### config.mk
export PLATFORM = sky130hd
export DESIGN_NAME = dmem_arbiter_flat
export DESIGN_NICKNAME = d
export VERILOG_FILES = /design/src/rtl/dmem_arbiter_if.sv /design/src/rtl/dmem_arbiter.sv /design/src/flat_wrapper.sv
export SDC_FILE = /design/constraint.sdc
export NUM_CORES = 1
export LEC_CHECK = 0
export CAP_MARGIN = 10
export CORE_UTILIZATION = 43
export CTS_CLUSTER_DIAMETER = 60
export DETAILED_ROUTE_END_ITERATION = 12
export HOLD_SLACK_MARGIN = 0.08
export PLACE_DENSITY = 0.86
export SYNTH_ARGS = -nofsm -noshare
export SYNTH_HDL_FRONTEND = slang
export SYNTH_SLANG_ARGS = --single-unit
### constraint.sdc
create_clock -name clk -period 3.9 [get_ports clk]
set_clock_uncertainty 0.15 [all_clocks]
set_input_delay 0.585 -clock clk [delete_from_list [all_inputs] [get_ports clk]]
set_output_delay 0.585 -clock clk [all_outputs]
set_load 0.005 [all_outputs]
### src/rtl/dmem_arbiter_if.sv
// ============================================================================
// Module  : dmem_arbiter_if
// Purpose : CPU, DMA and data-memory signal bundle for the dmem_arbiter.
// Revision: 1.0  initial release
// ============================================================================
`default_nettype none

interface dmem_arbiter_if #(
  parameter int AW = 32,
  parameter int DW = 32
);
  logic          cpu_req;
  logic          cpu_we;
  logic [AW-1:0] cpu_adr;
  logic [DW-1:0] cpu_wdata;
  logic [DW-1:0] cpu_rdata;
  logic          cpu_ack;
  logic          cpu_stall;

  logic          dma_req;
  logic          dma_we;
  logic [AW-1:0] dma_adr;
  logic [DW-1:0] dma_wdata;
  logic [DW-1:0] dma_rdata;
  logic          dma_ack;

  logic [AW-1:0] mem_adr;
  logic [DW-1:0] mem_wdata;
  logic          mem_read;
  logic          mem_write;
  logic [DW-1:0] mem_rdata;

  // Arbiter side
  modport slave (
    input  cpu_req, cpu_we, cpu_adr, cpu_wdata,
    output cpu_rdata, cpu_ack, cpu_stall,
    input  dma_req, dma_we, dma_adr, dma_wdata,
    output dma_rdata, dma_ack,
    output mem_adr, mem_wdata, mem_read, mem_write,
    input  mem_rdata
  );

  // Requesters and memory side
  modport master (
    output cpu_req, cpu_we, cpu_adr, cpu_wdata,
    input  cpu_rdata, cpu_ack, cpu_stall,
    output dma_req, dma_we, dma_adr, dma_wdata,
    input  dma_rdata, dma_ack,
    input  mem_adr, mem_wdata, mem_read, mem_write,
    output mem_rdata
  );
endinterface

`default_nettype wire

### src/rtl/dmem_arbiter.sv
// ============================================================================
// Module  : dmem_arbiter
// Purpose : Round-robin CPU/DMA arbiter and fixed-latency data-memory sequencer.
// Revision: 1.0  initial release
// ============================================================================
`default_nettype none

module dmem_arbiter #(
  parameter int AW      = 32,
  parameter int DW      = 32,
  parameter int MEM_LAT = 2
) (
  input  wire logic      clk,
  input  wire logic      rst,
  dmem_arbiter_if.slave  bus
);

  localparam logic [3:0] c_cnt_init = 4'(MEM_LAT - 1);
  localparam logic       c_own_cpu  = 1'b0;
  localparam logic       c_own_dma  = 1'b1;

  typedef enum logic [0:0] {
    S_IDLE   = 1'b0,
    S_ACCESS = 1'b1
  } state_t;

  state_t        r_state;
  state_t        w_state_nxt;

  logic          r_owner;
  logic          r_last_owner;
  logic          r_we;
  logic [3:0]    r_cnt;
  logic [AW-1:0] r_adr;
  logic [DW-1:0] r_wdata;
  logic [DW-1:0] r_cpu_rdata;
  logic [DW-1:0] r_dma_rdata;
  logic          r_cpu_ack;
  logic          r_dma_ack;

  logic          w_eff_cpu;
  logic          w_eff_dma;
  logic          w_grant;
  logic          w_grant_owner;
  logic          w_done;
  logic          w_mem_read;
  logic          w_mem_write;

  always_comb begin
    w_state_nxt   = r_state;
    w_grant       = 1'b0;
    w_grant_owner = c_own_cpu;
    w_done        = 1'b0;
    w_mem_read    = 1'b0;
    w_mem_write   = 1'b0;
    // A requester is ignored during its own ack cycle so a held req is not re-served
    w_eff_cpu     = bus.cpu_req & ~r_cpu_ack;
    w_eff_dma     = bus.dma_req & ~r_dma_ack;

    case (r_state)
      S_IDLE: begin
        if (w_eff_cpu | w_eff_dma) begin
          w_grant       = 1'b1;
          w_grant_owner = (w_eff_cpu & w_eff_dma) ? ~r_last_owner : w_eff_dma;
          w_state_nxt   = S_ACCESS;
        end
      end
      S_ACCESS: begin
        w_mem_read  = ~r_we;
        w_mem_write = r_we & (r_cnt == 4'd0);
        if (r_cnt == 4'd0) begin
          w_done      = 1'b1;
          w_state_nxt = S_IDLE;
        end
      end
      default: w_state_nxt = S_IDLE;
    endcase
  end

  always_ff @(posedge clk or negedge rst) begin
    if (!rst) r_state <= S_IDLE;
    else      r_state <= w_state_nxt;
  end

  always_ff @(posedge clk or negedge rst) begin
    if (!rst) begin
      r_owner      <= c_own_cpu;
      r_last_owner <= c_own_dma;
      r_we         <= 1'b0;
      r_cnt        <= 4'd0;
      r_adr        <= '0;
      r_wdata      <= '0;
      r_cpu_rdata  <= '0;
      r_dma_rdata  <= '0;
      r_cpu_ack    <= 1'b0;
      r_dma_ack    <= 1'b0;
    end else begin
      r_cpu_ack <= 1'b0;
      r_dma_ack <= 1'b0;

      if (w_grant) begin
        r_owner <= w_grant_owner;
        r_we    <= w_grant_owner ? bus.dma_we    : bus.cpu_we;
        r_adr   <= w_grant_owner ? bus.dma_adr   : bus.cpu_adr;
        r_wdata <= w_grant_owner ? bus.dma_wdata : bus.cpu_wdata;
        r_cnt   <= c_cnt_init;
      end else if ((r_state == S_ACCESS) && (r_cnt != 4'd0)) begin
        r_cnt <= r_cnt - 4'd1;
      end

      if (w_done) begin
        r_last_owner <= r_owner;
        if (r_owner == c_own_dma) begin
          r_dma_ack <= 1'b1;
          if (!r_we) r_dma_rdata <= bus.mem_rdata;
        end else begin
          r_cpu_ack <= 1'b1;
          if (!r_we) r_cpu_rdata <= bus.mem_rdata;
        end
      end
    end
  end

  // Address/data stay on the bus after an access; only the strobes drop
  assign bus.mem_adr   = r_adr;
  assign bus.mem_wdata = r_wdata;
  assign bus.mem_read  = w_mem_read;
  assign bus.mem_write = w_mem_write;
  assign bus.cpu_rdata = r_cpu_rdata;
  assign bus.cpu_ack   = r_cpu_ack;
  assign bus.cpu_stall = bus.cpu_req & ~r_cpu_ack;
  assign bus.dma_rdata = r_dma_rdata;
  assign bus.dma_ack   = r_dma_ack;

endmodule

`default_nettype wire

### src/flat_wrapper.sv
// flat-port wrapper written by rule: the top's interface ports become plain ports
module dmem_arbiter_flat 
#(
  parameter int AW      = 32,
  parameter int DW      = 32,
  parameter int MEM_LAT = 2
)
  (clk, rst, bus_cpu_req, bus_cpu_we, bus_cpu_adr, bus_cpu_wdata, bus_cpu_rdata, bus_cpu_ack, bus_cpu_stall, bus_dma_req, bus_dma_we, bus_dma_adr, bus_dma_wdata, bus_dma_rdata, bus_dma_ack, bus_mem_adr, bus_mem_wdata, bus_mem_read, bus_mem_write, bus_mem_rdata);
  dmem_arbiter_if #(.AW(AW), .DW(DW)) bus_i ();
  input  wire logic clk;
  input  wire logic rst;
  input wire logic [$bits(bus_i.cpu_req)-1:0] bus_cpu_req;
  input wire logic [$bits(bus_i.cpu_we)-1:0] bus_cpu_we;
  input wire logic [$bits(bus_i.cpu_adr)-1:0] bus_cpu_adr;
  input wire logic [$bits(bus_i.cpu_wdata)-1:0] bus_cpu_wdata;
  output wire logic [$bits(bus_i.cpu_rdata)-1:0] bus_cpu_rdata;
  output wire logic [$bits(bus_i.cpu_ack)-1:0] bus_cpu_ack;
  output wire logic [$bits(bus_i.cpu_stall)-1:0] bus_cpu_stall;
  input wire logic [$bits(bus_i.dma_req)-1:0] bus_dma_req;
  input wire logic [$bits(bus_i.dma_we)-1:0] bus_dma_we;
  input wire logic [$bits(bus_i.dma_adr)-1:0] bus_dma_adr;
  input wire logic [$bits(bus_i.dma_wdata)-1:0] bus_dma_wdata;
  output wire logic [$bits(bus_i.dma_rdata)-1:0] bus_dma_rdata;
  output wire logic [$bits(bus_i.dma_ack)-1:0] bus_dma_ack;
  output wire logic [$bits(bus_i.mem_adr)-1:0] bus_mem_adr;
  output wire logic [$bits(bus_i.mem_wdata)-1:0] bus_mem_wdata;
  output wire logic [$bits(bus_i.mem_read)-1:0] bus_mem_read;
  output wire logic [$bits(bus_i.mem_write)-1:0] bus_mem_write;
  input wire logic [$bits(bus_i.mem_rdata)-1:0] bus_mem_rdata;
  assign bus_i.cpu_req = bus_cpu_req;
  assign bus_i.cpu_we = bus_cpu_we;
  assign bus_i.cpu_adr = bus_cpu_adr;
  assign bus_i.cpu_wdata = bus_cpu_wdata;
  assign bus_cpu_rdata = bus_i.cpu_rdata;
  assign bus_cpu_ack = bus_i.cpu_ack;
  assign bus_cpu_stall = bus_i.cpu_stall;
  assign bus_i.dma_req = bus_dma_req;
  assign bus_i.dma_we = bus_dma_we;
  assign bus_i.dma_adr = bus_dma_adr;
  assign bus_i.dma_wdata = bus_dma_wdata;
  assign bus_dma_rdata = bus_i.dma_rdata;
  assign bus_dma_ack = bus_i.dma_ack;
  assign bus_mem_adr = bus_i.mem_adr;
  assign bus_mem_wdata = bus_i.mem_wdata;
  assign bus_mem_read = bus_i.mem_read;
  assign bus_mem_write = bus_i.mem_write;
  assign bus_i.mem_rdata = bus_mem_rdata;
  dmem_arbiter #(.AW(AW), .DW(DW), .MEM_LAT(MEM_LAT)) u_core (.clk(clk), .rst(rst), .bus(bus_i));
endmodule
Yosys cells after proc, flatten, opt, wreduce, memory -nomap -nowiden
Index checks and enable logic that the tools add are counted.
{"block": "totals", "register_bits": 138, "in_bits": 166, "out_inout_bits": 133, "word_cells": 49}
{"block": "classes", "add_sub_neg": 1, "n_reduce_logical": 6, "muxes": 20, "bitwise": 11}
{"op": "$mux 32", "count": 2}
{"op": "$mux 1", "count": 15}
{"op": "$mux 4", "count": 2}
{"op": "$not 1->1", "count": 6}
{"op": "$reduce_and 3->1", "count": 2}
{"op": "$and 1x1->1", "count": 4}
{"op": "$logic_not 4->1", "count": 1}
{"op": "$reduce_bool 4->1", "count": 1}
{"op": "$sub 4x1->4 const B", "count": 1}
{"op": "$pmux 1 s2", "count": 1}
{"op": "$reduce_bool 2->1", "count": 1}
{"op": "$logic_and 1x1->1", "count": 1}
{"op": "$or 1x1->1", "count": 1}

Logic depth before layout (Yosys ltp)
{"block": "depth", "ltp_word": 7, "mapped_depth": 9}

Worst setup path before layout
No wires, ideal clock.
{"block": "synth_timing", "kind": "flip-flop to flip-flop", "start": "reg u_core.r_cnt[0]", "end": "reg u_core.r_dma_rdata[0] (netlist: u_core.bus.dma_rdata[0])", "path_slack_ps": 1564, "setup_ps": 125, "required_ps": 3625, "period_less_slack_ps": 2336, "n_path_buf": 3, "arrival_time_ps": 2061, "stages_incl_launch_ff": 10, "cell_sequence": "dfrtp_1 inv_1 ha_1 nand2b_4 or3b_1 buf_2 or3_1 buf_2 buf_6 mux2_4"}
{"block": "synth_between", "elab_chain_len": 4}
{"item": "start: declaration", "line": "dmem_arbiter.sv:33", "source": "logic [3:0] r_cnt;"}
{"item": "start signal: assignment", "line": "dmem_arbiter.sv:106", "source": "r_cnt <= c_cnt_init;"}
{"item": "start signal: assignment", "line": "dmem_arbiter.sv:108", "source": "r_cnt <= r_cnt - 4'd1;"}
{"item": "$logic_not 4->1", "line": "dmem_arbiter.sv:71", "source": "if (r_cnt == 4'd0) begin"}
{"item": "$mux 1", "line": "dmem_arbiter.sv:71"}
{"item": "$mux 1", "line": "dmem_arbiter.sv:60", "source": "case (r_state)"}
{"item": "$reduce_and 3->1 (no line)"}
{"item": "end signal: assignment", "line": "dmem_arbiter.sv:115", "source": "if (!r_we) r_dma_rdata <= bus.mem_rdata;"}
{"item": "end: declaration", "line": "dmem_arbiter.sv:37", "source": "logic [DW-1:0] r_dma_rdata;"}
No other way between the ends.
A chain may end at the register's enable or synchronous reset.

Final worst setup path
{"block": "layout_timing", "start": "reg u_core.r_cnt[0]", "end": "out bus_mem_write"}
{"block": "layout_between", "elab_chain_len": 3}
{"item": "$logic_not 4->1", "line": "dmem_arbiter.sv:70", "source": "w_mem_write = r_we & (r_cnt == 4'd0);"}
{"item": "$and 1x1->1", "line": "dmem_arbiter.sv:70"}
{"item": "$mux 1", "line": "dmem_arbiter.sv:60"}
{"item": "end: declaration", "line": "flat_wrapper.sv:28", "source": "output wire logic [$bits(bus_i.mem_write)-1:0] bus_mem_write;"}
No other way between the ends.

==> impl_metrics.yaml <==
layout:
  n_antenna_cell: 0
  multiInputGateArea_um2: 2190
  layout_common_cells: "clkdlybuf4s50_1, dfrtp_1, nand2_1, nor2_1, a31oi_1"
  n_fill_cell: 877
  mostFrequentLayoutCell: "clkdlybuf4s50_1"
  final_layout_size_suffix_gt1_share_pct: 13.1
  nets: 989
  area.growth.synth_to_final_pct: 65.3
  seqCellArea_um2: 3450
worst_setup_path:
  critPathLaunchType: "flop"
  ff2ff_setup_slack_ns: 1.00
  worstPathMaxFanout: 6
  cp-startpoint: "u_core.r_cnt[0]"
  critPathKind: "flop to output port"
  r2r-start: "u_core.r_cnt[0]"
  cp-end-kind: "output port"
  critPathRequiredTime_ns: 3.16
  arrival_ns: 2.33
outcome:
  status: "finished clean"
routing:
  drt_iter0_markers: 271
  dr.pass1.iters: 4
  wl_per_cell_um: 17.4
  via_count: 5111
  drt-total-wl_um: 17600
  drt-vias-per-instance: 5.06
  drc: 0
  ant_nets: 0
timing:
  slew_violations: 0
  setup_violations: 0
  max-slew-margin-rel_pct: 29.8
  grt_setup_unrepaired: "no"
  min_period_ns: 3.07
  worst_pin_slew_ns: 1.05
  fin_crit_sh_pct: 78.7
  tns_ns: 0
  hold_viol_final: 0
  fmax_ghz: 0.326
grt:
  antenna_found_initial: 0
  use_met2_pct: 44.2
  gr-usage-met1_pct: 30.8
  grt_pass1_vias: 5285
  grt_max_degree: 92
  grt.overflow.total: 0
  grt.total_usage_pct: 26.2
  met3_usage_pct: 7.34
  grt_pass1_wl_um: 28000
  grt_busiest_layer: "met2"
power_and_ir_drop:
  total_power_mw: 7.61
  power_density_nw_per_um2: 791
  leakagePower_nw: 4.16
  ir_drop_mv: 0.387
run:
  maxCapViolations: 0
clocking:
  cts_tree: "yes"
  clk_pin_slew_ns: 0.06
  hold_buffers: 0
  root_buffer: "clkbuf_16"
  htreeDepth: 4
  cts_buffers: 17
  clock_path_buffers: 2
  cts_sinks: 138
  cts_resized: 0
  cts_setup_buffers: 0
  clock_latency_ns: 0.41
logic_synthesis:
  ys_types: 31
  yosys_warnings: 0
  syn_inst: 535
  synth_edf_count: 0
  synth_top_area_cell: "dfrtp_1"
  synthXorXnorAreaFrac_pct: 0.151
  synth_top_area_share_pct: 59.0
  syn_nets: 702
  synthTopCellsByArea: "dfrtp_1, nand2_1, mux2_4"
  synth_fa_ha_area_share_pct: 0.215
  async_flop_share_pct: 100
  syn_area_per_cell_um2: 10.9
  synth_flop_cell: "dfrtp_1"
  synth-compound-area-share_pct: 8.15
  synth_top_family_by_area: "simple AND/OR/NAND/NOR gates"
  synth_seq_area_share_pct: 59.4
  synth_area_um2: 5820
  synthMuxAreaShare_pct: 14.3
  synth-seq-cells: 138
  synth-simple-area-share_pct: 14.4
die:
  die_h_um: 118
  coreArea_um2: 13200
  rows: 42
  fp.dieW_um: 118
  io_pins: 299
  die_area_um2: 14000
  initial_utilization_pct: 44.1
placement:
  gp_congestion: 0.837
  dpl.hpwl_um: 12400
  numPortBuffers: 298
hold_path:
  worstHoldPathType: "primary input to async pin"
power breakdown:
part	internal [mW]	switching (mW)	leakage, nW
clock	1.14	0.603	0.321
combinational	2.01	1.24	2.24
sequential	2.15	0.460	1.60
layout make-up:
class                   count  share of cell area, %
clock buffers              22                   5.04
inverters                   7                  0.273
flip-flops and latches    138                   35.9
well taps                 176                   2.29
multi-input cells         353                   22.8
clock inverters            10                   1.68
repair buffers            305                   32.0
final timing paths:
kind | cells after the start | endpoint
setup reg to reg | 6 | u_core.bus.dma_rdata[14]
max in group asynchronous | 2 | u_core.r_last_owner
hold reg to reg | 1 | u_core.bus.cpu_rdata[29]
setup / recovery | 6 | bus_mem_write
min in group clk | 1 | u_core.bus.cpu_rdata[29]
hold / removal | 1 | u_core.bus.cpu_rdata[3]
Yosys cell counts (all sizes together), types with 2 or more instances:
cell / number
dfrtp: 137
nand2: 130
nor2: 71
a31oi: 65
mux2: 64
clkbuf: 20
buf: 17
inv: 7
nand2b: 3
nor3: 3
a21oi: 2
o21ai: 2
or3: 2
layer usage:
metal	wire [µm]	vias up	part of all wire (%)
met4	522	0	3.0
li1	-	2384	-
met1	6920	2437	39
met5	0	-	0
met3	1290	35	7.3
met2	8900	255	50
registers in the layout, indices dropped and copies added, names as in the netlist:
signal                flops
u_core.r_last_owner       1
u_core.bus.mem_adr       32
u_core.bus.dma_rdata     32
u_core.r_owner            1
u_core.r_cnt              4
u_core.r_state            1
u_core.r_we               1
u_core.bus.mem_wdata     32
u_core.bus.cpu_rdata     32
u_core.bus.dma_ack        1
u_core.bus.cpu_ack        1
kinds of logic (layout without fill, tap and decap cells):
logic type               count (synthesis)  count (layout)
AO/OA/AOI/OAI                           75              75
adder cells (fa/ha/maj)                  1               1
multiplexers                            64              64
flip-flops                             138             138
XOR/XNOR                                 1               1
AND/OR/NAND/NOR                        212             212
buffers and inverters                   44             344
through the flow:
stage / instances / hold slack, ns / cell area, µm² / setup WS, ns / utilization [%]
after floorplan: 535 / 0.139 / 5820 / 1.56 / -
after global placement: 978 / 0.321 / 8950 / 1.08 / 67.8
after detailed placement: 978 / 0.328 / 8950 / 1.02 / 67.8
after CTS: 1010 / 0.124 / 9590 / 0.784 / 72.7
after global routing: 1011 / 0.165 / 9610 / 0.703 / 72.9
final: 1011 / 0.101 / 9610 / 0.830 / 72.9
critical path: stages (launching register included):
cell             delay (ns)
dfrtp_1                0.38
inv_1                  0.10
ha_1                   0.24
nand2b_4               0.07
or3b_1                 0.46
nor2_1                 0.13
clkdlybuf4s50_1        0.54
Note: power is estimated with default switching activity, not from simulation.
